--- src/rtl/pal_pkg.sv ---
// Shared definitions for the PAL macrocell array: bitstream length and
// bit-position helpers for the AND plane, OR plane and macrocell fields.
package pal_pkg;

  // Each input contributes a true and a complement enable per product term.
  localparam int AND_FIELD_W = 2;
  // Each macrocell owns a two-bit field: REG select then INV.
  localparam int MC_FIELD_W  = 2;
  localparam int MC_REG_OFS  = 0;
  localparam int MC_INV_OFS  = 1;

  // Decoded macrocell configuration.
  typedef struct packed {
    logic reg_en;
    logic inv;
  } mc_cfg_t;

  // Total number of configuration bits.
  function automatic int pal_len(input int n, input int m, input int p);
    return AND_FIELD_W * n * p + p * m + MC_FIELD_W * m;
  endfunction

  // AND-plane enable for literal n (neg selects the complement) in term p.
  function automatic int and_bit(input int p, input int n, input bit neg, input int nn);
    return AND_FIELD_W * (p * nn + n) + (neg ? 1 : 0);
  endfunction

  // OR-plane connection of term p to output m.
  function automatic int or_bit(input int m, input int p, input int nn, input int pp);
    return AND_FIELD_W * nn * pp + m * pp + p;
  endfunction

  // Macrocell m registered-path select.
  function automatic int mc_reg_bit(input int m, input int nn, input int mm, input int pp);
    return AND_FIELD_W * nn * pp + pp * mm + MC_FIELD_W * m + MC_REG_OFS;
  endfunction

  // Macrocell m output inversion.
  function automatic int mc_inv_bit(input int m, input int nn, input int mm, input int pp);
    return AND_FIELD_W * nn * pp + pp * mm + MC_FIELD_W * m + MC_INV_OFS;
  endfunction

endpackage

--- src/rtl/pal_cfg_chain.sv ---
// Serial configuration chain: L-bit shift register, load counter,
// load-complete flag and sticky overrun flag.
module pal_cfg_chain #(
  parameter int L = 29
) (
  input  logic         clk_i,
  input  logic         rst_i,
  input  logic         cfg_en_i,
  input  logic         cfg_i,
  input  logic         cfg_clr_i,
  output logic [L-1:0] chain_o,
  output logic         done_o,
  output logic         err_o
);

  localparam int CW = $clog2(L + 1);
  localparam logic [CW-1:0] CNT_FULL = CW'(L);
  localparam logic [CW-1:0] CNT_ONE  = CW'(1);

  logic [L-1:0]  chain_q, chain_d;
  logic [CW-1:0] cnt_q, cnt_d;
  logic          done_q, done_d;
  logic          err_q, err_d;

  // Next-state: restart clears status but keeps the chain; a shift past a
  // full load still moves the chain but marks the configuration corrupt.
  always_comb begin
    chain_d = chain_q;
    cnt_d   = cnt_q;
    done_d  = done_q;
    err_d   = err_q;
    if (cfg_clr_i) begin
      cnt_d  = '0;
      done_d = 1'b0;
      err_d  = 1'b0;
    end else if (cfg_en_i) begin
      chain_d = {cfg_i, chain_q[L-1:1]};
      if (cnt_q < CNT_FULL) begin
        cnt_d  = cnt_q + CNT_ONE;
        done_d = (cnt_q == (CNT_FULL - CNT_ONE));
      end else begin
        err_d  = 1'b1;
        done_d = 1'b0;
      end
    end else begin
      chain_d = chain_q;
    end
  end

  // Configuration state registers with asynchronous reset.
  always_ff @(posedge clk_i or posedge rst_i) begin
    if (rst_i) begin
      chain_q <= '0;
      cnt_q   <= '0;
      done_q  <= 1'b0;
      err_q   <= 1'b0;
    end else begin
      chain_q <= chain_d;
      cnt_q   <= cnt_d;
      done_q  <= done_d;
      err_q   <= err_d;
    end
  end

  assign chain_o = chain_q;
  assign done_o  = done_q;
  assign err_o   = err_q;

endmodule

--- src/rtl/pal_macrocell_array.sv ---
// N-input, M-output, P-term programmable AND/OR array with per-output
// macrocells (registered/combinational select plus inversion), configured
// by a serial bitstream. Outputs stay low until a clean full load.
module pal_macrocell_array
  import pal_pkg::*;
#(
  parameter int N = 4,
  parameter int M = 1,
  parameter int P = 3
) (
  input  logic         CLK,
  input  logic         RST,
  input  logic         CFG_EN,
  input  logic         CFG,
  input  logic         CFG_CLR,
  input  logic [N-1:0] INPUT_VARS,
  output logic [M-1:0] OUTPUT_VALS,
  output logic         CFG_DONE,
  output logic         CFG_ERR
);

  localparam int L = pal_len(N, M, P);

  logic [L-1:0] chain_s;
  logic         done_s;
  logic         err_s;
  logic [P-1:0] term_s;
  logic [M-1:0] comb_s;
  logic [M-1:0] mc_reg_s;
  logic [M-1:0] mc_d, mc_q;
  logic         out_en_s;

  pal_cfg_chain #(
    .L(L)
  ) u_cfg_chain (
    .clk_i     (CLK),
    .rst_i     (RST),
    .cfg_en_i  (CFG_EN),
    .cfg_i     (CFG),
    .cfg_clr_i (CFG_CLR),
    .chain_o   (chain_s),
    .done_o    (done_s),
    .err_o     (err_s)
  );

  // AND plane: a term needs at least one enabled literal, so an empty term
  // reads as 0 instead of the usual AND identity.
  for (genvar p = 0; p < P; p++) begin : g_term
    logic [N-1:0] lit_en_s;
    logic [N-1:0] lit_ok_s;
    for (genvar n = 0; n < N; n++) begin : g_lit
      localparam int TI = and_bit(p, n, 1'b0, N);
      localparam int FI = and_bit(p, n, 1'b1, N);
      assign lit_en_s[n] = chain_s[TI] | chain_s[FI];
      assign lit_ok_s[n] = (~chain_s[TI] | INPUT_VARS[n]) &
                           (~chain_s[FI] | ~INPUT_VARS[n]);
    end
    assign term_s[p] = (|lit_en_s) & (&lit_ok_s);
  end

  // OR plane and macrocell field decode per output.
  for (genvar m = 0; m < M; m++) begin : g_out
    logic [P-1:0] conn_s;
    mc_cfg_t      mc_cfg_s;
    for (genvar p = 0; p < P; p++) begin : g_conn
      assign conn_s[p] = chain_s[or_bit(m, p, N, P)];
    end
    assign mc_cfg_s.reg_en = chain_s[mc_reg_bit(m, N, M, P)];
    assign mc_cfg_s.inv    = chain_s[mc_inv_bit(m, N, M, P)];
    assign comb_s[m]       = (|(conn_s & term_s)) ^ mc_cfg_s.inv;
    assign mc_reg_s[m]     = mc_cfg_s.reg_en;
  end

  assign out_en_s = done_s & ~CFG_EN;

  // Macrocell flop next-state: track the combinational value only while the
  // array is live; any restart or gating flushes the flops to 0.
  always_comb begin
    mc_d = '0;
    if (CFG_CLR) begin
      mc_d = '0;
    end else if (out_en_s) begin
      mc_d = comb_s;
    end else begin
      mc_d = '0;
    end
  end

  // Macrocell flops with asynchronous reset.
  always_ff @(posedge CLK or posedge RST) begin
    if (RST) begin
      mc_q <= '0;
    end else begin
      mc_q <= mc_d;
    end
  end

  assign OUTPUT_VALS = {M{out_en_s}} & ((mc_reg_s & mc_q) | (~mc_reg_s & comb_s));
  assign CFG_DONE    = done_s;
  assign CFG_ERR     = err_s;

endmodule

--- config.mk ---
export PLATFORM = sky130hd
export DESIGN_NAME = pal_macrocell_array
export DESIGN_NICKNAME = d
export VERILOG_FILES = /design/src/rtl/pal_pkg.sv /design/src/rtl/pal_cfg_chain.sv /design/src/rtl/pal_macrocell_array.sv
export SDC_FILE = /design/constraint.sdc
export NUM_CORES = 1
export LEC_CHECK = 0
export ABC_AREA = 1
export CAP_MARGIN = 25
export CELL_PAD_IN_SITES_DETAIL_PLACEMENT = 0
export CELL_PAD_IN_SITES_GLOBAL_PLACEMENT = 1
export CORE_MARGIN = 2
export CORE_UTILIZATION = 39
export DETAILED_ROUTE_END_ITERATION = 10
export GPL_ROUTABILITY_DRIVEN = 0
export HOLD_SLACK_MARGIN = 0.02
export PLACE_DENSITY = 0.85
export SLEW_MARGIN = 0
export SYNTH_ARGS = -nofsm -noshare
export SYNTH_HDL_FRONTEND = slang
export SYNTH_SLANG_ARGS = --single-unit
--- constraint.sdc ---
create_clock -name CLK -period 1.2 [get_ports CLK]
set_input_delay 0.18 -clock CLK [delete_from_list [all_inputs] [get_ports CLK]]
set_output_delay 0.18 -clock CLK [all_outputs]
set_load 0.005 [all_outputs]
; After elaboration in Yosys (flattened, before gate mapping)
; Cells that the tools add are included.
[classes]
n_addsub = 1
multipliers = 0
n_div = 0
n_lt_le_gt_ge = 1
eq_ne = 2
n_shift = 0
n_mux = 11
bitwise = 89
n_reduce_logical = 12
[ops]
columns = cell, n
row1 = bitwise OR 1 bit, 37
row2 = NOT 1 bit, 31
row3 = bitwise AND 1 bit, 19
row4 = 2-to-1 mux 5 bit, 3
row5 = AND reduction 4 bit, 3
row6 = OR reduction 4 bit, 3
row7 = 2-to-1 mux 1 bit, 8
row8 = AND reduction 2 bit, 3
row9 = "adder 5 x 1 -> 5 bit, second input constant", 1
row10 = "equality test 5 bit, second input constant", 1
row11 = "less-than comparator 5 bit, second input constant", 1
row12 = nonzero test 2 bit, 2
row13 = bitwise AND 3 bit, 1
row14 = OR reduction 3 bit, 1
row15 = "!= test 2 bit, second input constant", 1
row16 = bitwise XOR 1 bit, 1
[totals]
register_bits = 37
latchBits = 0
mem_bits_rw = 0
mem_bits_ro = 0
inputBits = 9
out_inout_bits = 3
wordCells = 121
mem_count = 0

; Depth between registers and ports, before layout
; Gate-level depths: netlist of the first run.
[logic_depth]
depth_word = 11
mapped_depth = 10
mapped_depth_nobuf = 10

; Modules after synthesis
; From an unflattened synthesis of the first run, not the netlist that was laid out.
[hier_totals]
hier_cells = 273
hier_area_um2 = 1930.6
[by_module_without_submodules]
columns = mod, n_inst, cells_per_inst, area_each_um2, seq_area_each_um2
row1 = pal_cfg_chain, 1, 178, 1524.0, 900.9
row2 = pal_macrocell_array, 1, 95, 406.6, 25.0

; Worst setup path before layout of the first run
; OpenSTA, ideal clock, no wires.
[synth_timing]
kind = reg2out
startpoint = reg u_cfg_chain.chain_q[1] (netlist: u_cfg_chain.chain_o[1])
endpoint = out OUTPUT_VALS
t_arrival_ns = 0.997
t_required_ns = 1.020
setup_slack_ns = 0.023
path_stages_with_launch = 11
n_path_buf = 0
cell_sequence = dfrtp_1 inv_1 nand2_1 nor2_1 nand2_1 nand3_1 nand3_1 nand2_1 nand3_1 nand2_1 inv_1
[synth_via]
elab_chain_cells = 11
word_cells_on_any_way = 13
cone_classes = 10 x bitwise / 3 x reduce/logical
[synth_rtl]
columns = element, line
row1 = "start, declared", pal_cfg_chain.sv:20  ; logic [L-1:0] chain_q, chain_d;
row2 = "start signal, assigned", pal_cfg_chain.sv:58  ; chain_q <= chain_d;
row3 = NOT 1 bit, pal_macrocell_array.sv:56  ; (~chain_s[FI] | ~INPUT_VARS[n]);
row4 = bitwise OR 1 bit, pal_macrocell_array.sv:56
row5 = bitwise AND 1 bit, pal_macrocell_array.sv:55  ; assign lit_ok_s[n] = (~chain_s[TI] | INPUT_VARS[n]) &
row6 = AND reduction 4 bit, pal_macrocell_array.sv:58  ; assign term_s[p] = (|lit_en_s) & (&lit_ok_s);
row7 = bitwise AND 1 bit (*), pal_macrocell_array.sv:58
row8 = bitwise AND 3 bit (*), pal_macrocell_array.sv:70  ; assign comb_s[m] = (|(conn_s & term_s)) ^ mc_cfg_s.inv;
row9 = OR reduction 3 bit (*), pal_macrocell_array.sv:70
row10 = bitwise XOR 1 bit (*), pal_macrocell_array.sv:70
row11 = bitwise AND 1 bit (*), pal_macrocell_array.sv:98  ; assign OUTPUT_VALS = {M{out_en_s}} & ((mc_reg_s & mc_q) | (~mc_reg_s & comb_s));
row12 = bitwise OR 1 bit (*), pal_macrocell_array.sv:98
row13 = bitwise AND 1 bit (*), pal_macrocell_array.sv:98
row14 = "end, declared", pal_macrocell_array.sv:17  ; output logic [M-1:0] OUTPUT_VALS,
; Mark *: on every way between the ends. The rest lies on a longest branch, timed or not.

; Worst setup path after layout of the first run
; Same ends and word-level chain as after synthesis.

==> results of run 1 <==
[metrics by stage]
stage / worst slack [ps] / cell area (um^2) / util (%)
4_1_cts: -611 / 2380 / 54.0
2_1_floorplan: 23.3 / 1800 / -
3_5_place_dp: -983 / 2180 / 49.3
5_1_grt: -719 / 2470 / 56.0
6_report: -583 / 2470 / 56.0
3_3_place_gp: -993 / 2180 / 49.3
[worst max-delay path, delay by kind of cell (launching register included)]
family                 cells  cell delay (ps)
AND/OR/NAND/NOR            7              540
buffers and inverters      4              370
flip-flops                 1              410
[kinds of logic after synthesis]
kind of cell	after synthesis	share of synthesized area, %
buffers and inverters	38	8.67
adder cells (fa/ha/maj)	2	1.39
flip-flops	37	51.4
AO/OA/AOI/OAI	33	9.78
XOR/XNOR	1	0.486
AND/OR/NAND/NOR	124	28.3
[state kept, by name, summed over array words and instances, names as in the netlist]
| name | cells |
|---|---|
| u_cfg_chain.err_o | 1 |
| u_cfg_chain.cnt_q | 5 |
| u_cfg_chain.done_o | 1 |
| mc_q | 1 |
| u_cfg_chain.chain_o | 29 |
[routing by layer]
metal  track usage [%]  up-vias  wire length, um
met3              4.72        6              172
met4              5.03        0               59
met5                 0        -                0
met1              25.9      752             1950
li1                  -      827                -
met2              27.5       32             1810
[cell type report]
type | count | area share (%)
sequential | 37 | 37.6
multi-input combinational | 160 | 32.2
timing repair buffer | 50 | 17.9
inverter | 32 | 4.96
clock buffer | 7 | 3.50
tap | 52 | 2.63
clock inverter | 1 | 1.22
[power groups by stage]
stage,registers (mW),logic (mW),clock network (mW)
5_1_grt,1.63,1.04,1.20
3_3_place_gp,1.62,0.778,0
4_1_cts,1.60,0.866,1.14
6_report,1.60,0.899,1.11
2_1_floorplan,1.58,0.473,0
3_5_place_dp,1.62,0.790,0
[cells in the mapped netlist]
cell type                   n
sky130_fd_sc_hd__o211a_1    1
sky130_fd_sc_hd__nor2_2     3
sky130_fd_sc_hd__o21ai_0   24
sky130_fd_sc_hd__nand2_1   83
sky130_fd_sc_hd__nor2_1    16
sky130_fd_sc_hd__ha_1       2
sky130_fd_sc_hd__nand3_1   12
sky130_fd_sc_hd__o21a_1     1
sky130_fd_sc_hd__clkbuf_1   1
sky130_fd_sc_hd__buf_4      3
sky130_fd_sc_hd__nand2_2    4
sky130_fd_sc_hd__nand4_1    3
sky130_fd_sc_hd__xor2_1     1
sky130_fd_sc_hd__buf_2      2
sky130_fd_sc_hd__a21oi_1    3
sky130_fd_sc_hd__o21ai_2    1
sky130_fd_sc_hd__dfrtp_1   37
sky130_fd_sc_hd__o21ai_1    3
sky130_fd_sc_hd__inv_1     28
sky130_fd_sc_hd__nor3_1     2
sky130_fd_sc_hd__inv_2      4
sky130_fd_sc_hd__and3_1     1
[path summary, 6_finish.rpt]
kind / from / end / slack (ps) / cells past startpoint
worst max-delay path: u_cfg_chain.chain_o[1] / OUTPUT_VALS / -580 / 11
worst min-delay path: RST / u_cfg_chain.chain_o[23] / 250 / 3
worst max register to register: u_cfg_chain.chain_o[1] / mc_q / -90 / 8
worst min register to register: u_cfg_chain.err_o / u_cfg_chain.err_o / 490 / 1
max in group asynchronous: RST / u_cfg_chain.cnt_q[1] / 760 / 3
min in group CLK: CFG_EN / u_cfg_chain.cnt_q[0] / 300 / 4
[cells in the final DEF (no fill, tap or decap), drive strengths merged, types with 2 or more instances in the layout]
cell,synthesis,final
a21oi,3,3
clkdlybuf4s50,0,3
nand4,3,3
dfrtp,37,37
buf,5,40
nor3,2,2
ha,2,2
nor2,19,19
clkbuf,1,8
nand3,12,12
inv,32,32
o21ai,28,28
nand2,87,87
dlygate4sd2,0,5
[what timing repair did]
action | 4_1_cts | 5_1_grt
setup endpoints to repair | 14 | 38
setup buffers | 12 | 5
gates cloned | 1 | 0
pin swaps | 9 | 21
gates resized for setup | 22 | 22
==> results.md, run 1 <==
- Synth Register Bits: 37
- Startpoint kind of the worst setup timing path: flop
- Antenna diode count: 0
- Top area cells in the synthesized netlist: sky130_fd_sc_hd__dfrtp_1 (51%), sky130_fd_sc_hd__nand2_1 (17%), sky130_fd_sc_hd__o21ai_0 (6.7%)
- First-pass GRT wire length: 7350 um
- Placed Cells incl. Taps: 320
- Post-Syn Nets: 246
- Count of buffers inserted at the top-level ports: 11
- Fraction of power consumed by sequential logic: 44.3%
- Endpoint arrival time on the critical path: 1600 ps
- Critical path's slowest cell: sky130_fd_sc_hd__dfrtp_1
- Via count of the first global-routing pass: 1630
- Number of nets in the finished design: around 300
- Unrepaired setup endpoints after global routing: yes
- Antenna violation net count after detailed routing: 0
- Setup WS post-layout: -583 ps
- Final max-slew violation count: 0
- Number of library cell types mapped by synthesis: 22
- Violated checks: setup timing
- Total chip power: 3.62 mW
- Initial cell density of the core: 40.8%
- Area growth, synth to finish: 37.0%
- CTS Buffer Depth: 2
- Category of the most critical setup path: flop to output pin
- Worst-case headroom to the max-slew limit: a little under nine tenths
- Avg Synthesized Cell Area: ~7.7 um^2
- Routed Wire Length: ~4000 um
- Largest area contributor in the netlist: sky130_fd_sc_hd__dfrtp_1
- Slew of the pin with the lowest slew margin: 219 ps
- I/O pin count: 12
- Most used cell, CP: sky130_fd_sc_hd__nand2_1
- Highest attainable clock frequency: ~560 MHz
- Drt drc: 0
- DR pass1 iterations: 4
- Root buffer cell: sky130_fd_sc_hd__clkbuf_8
- Share of Yosys cell area claimed by the top area cell type: about half
- CP Data Required Time: slightly above 1000 ps
- Sequential element share of the synthesized area: about 50%
- Non-filler instance count after layout: around 340
- Largest voltage drop on the vdd net: around 730 uV
- Count of routing violations after the opening detailed-route iteration: about 110
- Comb pwr share: 24.9%
- Critical path cell sequence: inv_1 -> nand2_1 -> nor2_1 -> nand2_1 -> nand3_2 -> nand4_1 -> buf_4 -> nand3_2 -> nand2_1 -> inv_1 -> buf_2
- Type of the tightest min-delay check: input pin to async pin
- Max FO, Critical Path: 3
- Number of buffers inserted during clock tree synthesis: 5
- Residual overflow from global routing: 0
- Floorplan die width: 72.0 um
- Vias per std cell: between 4 and 5
- Clk slew on worst S/H paths: around 80 ps
- CTS H-Tree Depth: 2
- Number of instances in the synthesized netlist: roughly 240
- Area of the multi-input gates: 796 um^2
- DIE AREA: slightly above 5000 um^2
- Pint: ~2.6 mW
- Later-pin clock latency in the skew report: ~290 ps
- Hold Fails Final Rpt: 0
- Sum of net half-perimeters after detailed placement: roughly 2700 um
- Mapped cell area: around 1800 um^2
- Max incr delay on CP: between 400 and 500 ps
- Worst-case clock skew: 7.43 ps
- Yosys warning total: 0
- Overall routing resource usage: between 10% and 20%
- Pin count of the biggest net entering global routing: 38
- Floorplan Core Area: 4410 um^2
- Overall die height: just over 70 um
- Clock sink count: 37
- Sw frac: roughly 30%
- Final setup vio count: 3
- Clock group share of total power: a little under a third
- Count of filler cells inserted in the layout: roughly 410
- Wire per inst: around 12 um
- Tcrit/Tclk final: 149%
- Fraction of layout cells with a size suffix above 1: roughly 28%
- Row Count: 24
- Crit path capture type: output pin
- Count of max-cap constraint violations: 0
- Antenna violations before repair: 0
- Number of hold buffers added after cts: 0
- Register area: around 930 um^2
- Final sum of negative setup slack: -697 ps
- Tmin final: about 1800 ps
- Detailed-route via count: approximately 1600
- Smallest hold slack: 245 ps
- Leak pwr: roughly 1.3 nW
- CTS tree: done
- Reported net switching power: 1.06 mW
- Total power divided by cell area: around 1500 nW/um^2
- Result of the run: finished with violations
Note: power is estimated with default switching activity, not from simulation.
==> run 2: changes to the inputs <==
Settings changed: CELL_PAD_IN_SITES_GLOBAL_PLACEMENT 1 to 2, CORE_UTILIZATION 39 to 31, SETUP_SLACK_MARGIN from default to 0.02.
==> results.md, run 2 (synthesis results as in run 1) <==
- Count of buffers inserted at the top-level ports: 11
- Final core utilization: between 50% and 60%
- Max FO, Critical Path: 2
- Antenna diode count: 0
- Flip-flop count of the largest register, all copies and words added: 29
- Largest voltage drop on the vdd net: about 710 uV
- Most common library cell in the layout ignoring fill and taps: sky130_fd_sc_hd__nand2_1
- Vias per std cell: 4.57
- Launching instance or port of the critical path: u_cfg_chain.chain_o[9]
- Residual overflow from global routing: 0
- Tmin final: between 1500 and 2000 ps
- Sum of net half-perimeters after detailed placement: 2800 um
- Count of max-cap constraint violations: 0
- Worst setup slack after placement: -994 ps
- Overall die height: ~80 um
- Final setup vio count: 4
- Placed Cells incl. Taps: 344
- Wire per inst: 13.1 um
- Type of the tightest min-delay check: input pin to async pin
- CP Data Required Time: 1020 ps
- Wire length on met1: roughly 2400 um
- Fraction of layout cells with a size suffix above 1: 36.1%
- Non-filler instance count after layout: 388
- Final sum of negative setup slack: -1210 ps
- FF-to-FF setup slack: -320 ps
- Floorplan Core Area: 5570 um^2
- Area growth, synth to finish: 59.7%
- CTS Buffer Depth: 2
- Clock sink count: 37
- Layout Cell Area excl Fill: roughly 2900 um^2
- Category of the most critical setup path: flop to output pin
- Pin count of the biggest net entering global routing: 38
- Number of buffers inserted during clock tree synthesis: 5
- Root buffer cell: sky130_fd_sc_hd__clkbuf_8
- Initial cell density of the core: 32.3%
- Highest Signal Layer: met4
- Drt drc: 0
- Worst-case clock skew: ~6.7 ps
- Later-pin clock latency in the skew report: ~290 ps
- Row Count: 27
- Highest attainable clock frequency: approximately 540 MHz
- Worst-case headroom to the max-slew limit: between 80 and 90%
- Placed cell area: ~2200 um^2
- Detailed-route via count: roughly 1800
- DIE AREA: between 6000 and 7000 um^2
- Routed Wire Length: between 5000 and 6000 um
- Clk slew on worst S/H paths: roughly 80 ps
- Setup WS post-layout: -646 ps
- Number of hold buffers added after cts: 0
- R2R Path Start: u_cfg_chain.chain_o[6]
- Most used cells in the layout excluding fill and tap cells: sky130_fd_sc_hd__nand2_1 (78), sky130_fd_sc_hd__buf_4 (42), sky130_fd_sc_hd__dfrtp_1 (37), sky130_fd_sc_hd__inv_1 (24), sky130_fd_sc_hd__buf_6 (19)
- Overall routing resource usage: ~18%
- Final max-slew violation count: 0
- Depth of the worst register-to-register path: 11
- Violated checks: setup timing
- Number of nets in the finished design: between 300 and 400
- Floorplan die width: roughly 80 um
- Reg2reg end: u_cfg_chain.chain_o[6]
- Tcrit/Tclk final: 154%
- CTS H-Tree Depth: 2
- I/O pin count: 12
- First-pass GRT wire length: approximately 9000 um
- Result of the run: finished with violations
- Crit path capture type: output pin
- Total power divided by cell area: between 1000 and 1500 nW/um^2
- CP Capture Point: OUTPUT_VALS
- Leak pwr: around 1.5 nW
- Routed length on met3: about 140 um
- Slew of the pin with the lowest slew margin: ~280 ps
- Antenna violations before repair: 0
- Unrepaired setup endpoints after global routing: yes
- Startpoint kind of the worst setup timing path: flop
- Via count of the first global-routing pass: ~1900
- Hold Fails Final Rpt: 0
- Met2 wire length: around 2400 um
- Antenna violation net count after detailed routing: 0
- Count of filler cells inserted in the layout: roughly 530
- Count of routing violations after the opening detailed-route iteration: around 70
- DR pass1 iterations: 5
- CTS tree: done
- Endpoint arrival time on the critical path: between 1500 and 2000 ps
-- run 2: power by group --
part | internal, mW | leakage (nW) | switching (mW)
sequential | 1.44 | 0.492 | 0.152
clock | 0.676 | 0.0574 | 0.464
combinational | 0.766 | 0.951 | 0.605
-- run 2: metal layers --
| metal | GRT usage (%) | vias up |
|---|---|---|
| met2 | 29.3 | 22 |
| met5 | 0 | - |
| met3 | 3.82 | 11 |
| met1 | 24.3 | 844 |
| li1 | - | 895 |
| met4 | 7.46 | 0 |
-- run 2: layout make-up --
| class | count | area [um^2] | share of cell area (%) |
|---|---|---|---|
| multi-input cells | 160 | 813 | 28.2 |
| clock buffers | 6 | 82.6 | 2.87 |
| well taps | 72 | 90.1 | 3.13 |
| inverters | 32 | 120 | 4.17 |
| clock inverters | 2 | 37.5 | 1.30 |
| flip-flops and latches | 37 | 926 | 32.2 |
| repair buffers | 79 | 810 | 28.1 |
-- run 2: how the worst min path moves through the flow --
stage | startpoint | to | slack, ps | cells past startpoint
floorplan | CFG_CLR | u_cfg_chain.cnt_q[3] | 250 | 1
global placement | u_cfg_chain.chain_o[12] | u_cfg_chain.chain_o[11] | 470 | 2
detailed placement | u_cfg_chain.chain_o[12] | u_cfg_chain.chain_o[11] | 480 | 2
CTS | RST | u_cfg_chain.cnt_q[4] | 250 | 3
global route | RST | u_cfg_chain.cnt_q[2] | 270 | 3
finish | RST | u_cfg_chain.cnt_q[1] | 250 | 3
-- run 2: per-stage QoR --
stage | power [mW] | hold slack, ps
finish | 4.10 | 247
global route | 4.37 | 266
CTS | 4.12 | 254
detailed placement | 2.45 | 478
global placement | 2.45 | 466
floorplan | 2.05 | 246
-- run 2: what timing repair did --
action                     in CTS  in global routing
setup buffers                  52                  3
gates resized for setup        60                 15
pin swaps                      22                 12
setup endpoints to repair      36                 20
gates cloned                    4                  0
-- run 2: critical path: stages (launching register included) --
cell and delay [ps]:
sky130_fd_sc_hd__dfrtp_1 410, sky130_fd_sc_hd__inv_1 90, sky130_fd_sc_hd__nand2_1 60, sky130_fd_sc_hd__nor2_1 130, sky130_fd_sc_hd__nand2_1 80, sky130_fd_sc_hd__nand3_2 90, sky130_fd_sc_hd__nand4_1 120, sky130_fd_sc_hd__buf_4 160
sky130_fd_sc_hd__nand3_2 60, sky130_fd_sc_hd__nand2_1 40, sky130_fd_sc_hd__inv_1 40, sky130_fd_sc_hd__buf_2 100
==> run 3: changes to the inputs <==
Settings changed: CORE_UTILIZATION 31 to 30, PLACE_DENSITY 0.85 to 0.84, SYNTH_HIERARCHICAL from default to 1.
==> results.md, run 3 <==
- Startpoint kind of the worst setup timing path: flop
- Flip-flop count of the largest register, all copies and words added: 29
- Number of instances in the synthesized netlist: between 200 and 300
- Worst setup slack after placement: -990 ps
- Post-Synth XOR/XNOR Area: less than 1%
- Count of routing violations after the opening detailed-route iteration: 56
- Number of flops mapped to enable cells by yosys: 0
- Type of the tightest min-delay check: input pin to async pin
- FF-to-FF setup slack: -50 ps
- Main combinational cell family by area after synthesis: simple AND/OR/NAND/NOR gates
- Yosys warning total: 6
- Via count of the first global-routing pass: about 1800
- Synth Area in Compound Gates: around 2.7%
- Depth of the worst register-to-register path: 8
- CTS tree: done
- Async set or reset register ratio after synthesis: between 90% and 100%
- Overall die height: between 80 and 90 um
- Tcrit/Tclk final: 142%
- Drt drc: 0
- Share of Yosys cell area claimed by the top area cell type: a little under half
- Count of buffers inserted at the top-level ports: 11
- Result of the run: finished with violations
- Violated checks: setup timing
- Number of library cell types mapped by synthesis: 21
- Antenna diode count: 0
- Fraction of layout cells with a size suffix above 1: between 20% and 30%
- Synthesized-area fraction occupied by and/or/nand/nor cells: between 30% and 40%
- Clock sink count: 37
- Synth Register Bits: 37
- Detailed-route via count: between 1500 and 2000
- Worst-case clock skew: slightly below 8 ps
- CTS Buffer Depth: 2
- Root buffer cell: sky130_fd_sc_hd__clkbuf_8
- Most used standard cells in the synthesized netlist: sky130_fd_sc_hd__nand2_1 (135), sky130_fd_sc_hd__dfrtp_1 (37), sky130_fd_sc_hd__inv_1 (30)
- Layer with the highest usage: met2
- Largest voltage drop on the vdd net: 728 uV
- Initial cell density of the core: approximately 31%
- Sequential element share of the synthesized area: 48.0%
- Vias per std cell: approximately 4.3
- Global-route met2 utilization: a little under a quarter
- Area share of fa/ha/maj cells after synthesis: approximately 1.3%
- Most frequently used flop master after synthesis: sky130_fd_sc_hd__dfrtp_1
- Setup WS post-layout: -508 ps
- Global Route met3 Usage: under 10%
- Final setup vio count: 2
- Later-pin clock latency in the skew report: roughly 300 ps
- First-pass GRT wire length: 8140 um
- Crit path capture type: output pin
- Endpoint arrival time on the critical path: between 1500 and 2000 ps
- Leak pwr: roughly 1.5 nW
- CTS H-Tree Depth: 2
- Hold Fails Final Rpt: 0
- Total power divided by cell area: approximately 1400 nW/um^2
- Antenna violations before repair: 0
- DIE AREA: between 7000 and 8000 um^2
- Overall routing resource usage: 14.2%
- Most used cells in the layout excluding fill and tap cells: sky130_fd_sc_hd__nand2_1 (134), sky130_fd_sc_hd__buf_4 (37), sky130_fd_sc_hd__dfrtp_1 (36), sky130_fd_sc_hd__inv_1 (30)
- Highest attainable clock frequency: roughly 590 MHz
- Final sum of negative setup slack: -561 ps
- Antenna violation net count after detailed routing: 0
- Cell with the most instances after synthesis: sky130_fd_sc_hd__nand2_1
- Unrepaired setup endpoints after global routing: yes
- R2R Path Start: u_cfg_chain/chain_o[1]
- Floorplan Core Area: around 6300 um^2
- Count of filler cells inserted in the layout: ~670
- Row Count: 29
- Proportion of synthesized area in mux cells: 0%
- DR pass1 iterations: 4
- Avg Synthesized Cell Area: a little over 7 um^2
- Largest area contributor in the netlist: sky130_fd_sc_hd__dfrtp_1
- Floorplan die width: roughly 84 um
- Area growth, synth to finish: 39.7%
- CP Data Required Time: 1020 ps
- Pin count of the biggest net entering global routing: 37
- Tmin final: ~1700 ps
- I/O pin count: 12
- Top area cells in the synthesized netlist: sky130_fd_sc_hd__dfrtp_1 (48%), sky130_fd_sc_hd__nand2_1 (26%), sky130_fd_sc_hd__inv_1 (5.8%)
- Number of nets in the finished design: 342
- Final max-slew violation count: 0
- Category of the most critical setup path: flop to output pin
- Met1 GRT Util: a little under a fifth
- Routed Wire Length: around 4500 um
- Post-Syn Nets: around 280
- Residual overflow from global routing: 0
- Slew of the pin with the lowest slew margin: between 300 and 400 ps
- Wire per inst: about 11 um
- Clk slew on worst S/H paths: about 90 ps
- Worst-case headroom to the max-slew limit: between 70% and 80%
- Count of max-cap constraint violations: 0
- Mapped cell area: ~1900 um^2
- Max FO, Critical Path: 3
- Most common library cell in the layout ignoring fill and taps: sky130_fd_sc_hd__nand2_1
- Sum of net half-perimeters after detailed placement: approximately 3100 um
- Reg2reg end: mc_q
- Number of buffers inserted during clock tree synthesis: 5
run 3: area by class of cell:
class / count / area (um^2) / area share, %
Clock buffer: 5 / 68.8 / 2.55
Tap cell: 77 / 96.3 / 3.57
Inverter: 36 / 144 / 5.33
Multi-Input combinational cell: 194 / 872 / 32.3
Timing Repair Buffer: 56 / 515 / 19.1
Clock inverter: 3 / 68.8 / 2.55
Timing Repair inverter: 1 / 5.00 / 0.186
Sequential cell: 37 / 927 / 34.4
run 3: power breakdown:
part,switching [mW],internal (mW),total [mW]
Clock,0.511,0.838,1.35
Sequential,0.134,1.40,1.54
Combinational,0.464,0.483,0.948
Total,1.11,2.72,3.83
run 3: logic make-up after synthesis:
family	count (synthesis)
xor gates and xnor gates	1
AOI/OAI and AO/OA	9
buffers and inverters	42
DFF	37
adders and majority gates	2
and+or+nand+nor	182
run 3: metrics by stage:
stage / power (mW) / cells / utilization [%] / hold slack [ps] / cell area, um^2
after floorplan: 2.00 / 273 / - / -91.3 / 1930
after global placement: 2.42 / 393 / 38.4 / 351 / 2410
after detailed placement: 2.42 / 393 / 38.4 / 358 / 2410
after CTS: 3.82 / 403 / 40.9 / 24.0 / 2570
after global routing: 4.09 / 409 / 43.0 / 32.0 / 2700
final: 3.83 / 409 / 43.0 / 29.8 / 2700
run 3: worst max-delay path by stage:
stage / end / startpoint / slack [ps] / cells after the start
after global placement: OUTPUT_VALS / INPUT_VARS[1] / -980 / 12
after floorplan: OUTPUT_VALS / u_cfg_chain/chain_o[8] / 20 / 10
after CTS: OUTPUT_VALS / u_cfg_chain/chain_o[2] / -570 / 10
final: OUTPUT_VALS / u_cfg_chain/chain_o[3] / -510 / 9
after detailed placement: OUTPUT_VALS / INPUT_VARS[3] / -990 / 12
after global routing: OUTPUT_VALS / u_cfg_chain/chain_o[3] / -680 / 9
run 3: metal layers:
metal  vias up  wire length, um
met3         3              121
li1        940                -
met4         0               36
met1       794             2260
met2        12             2090
met5         -                0
run 3: critical path, stage by stage, from the launching register on:
cell and delay [ps]:
sky130_fd_sc_hd__dfrtp_1 420, sky130_fd_sc_hd__nand2_1 80, sky130_fd_sc_hd__nand3_2 80, sky130_fd_sc_hd__nor2_2 120
sky130_fd_sc_hd__nand3_2 90, sky130_fd_sc_hd__nand4_1 140, sky130_fd_sc_hd__nand3_1 80, sky130_fd_sc_hd__nand2_1 60
sky130_fd_sc_hd__inv_1 30, sky130_fd_sc_hd__buf_2 110
run 3: repair_timing:
item / 4_1_cts / 5_1_grt
hold buffers: 0 / 0
endpoints found under the setup margin: 4 / 18
cloned: 0 / 3
pin swaps: 8 / 12
resized for setup: 19 / 17
buffers inserted: 2 / 3
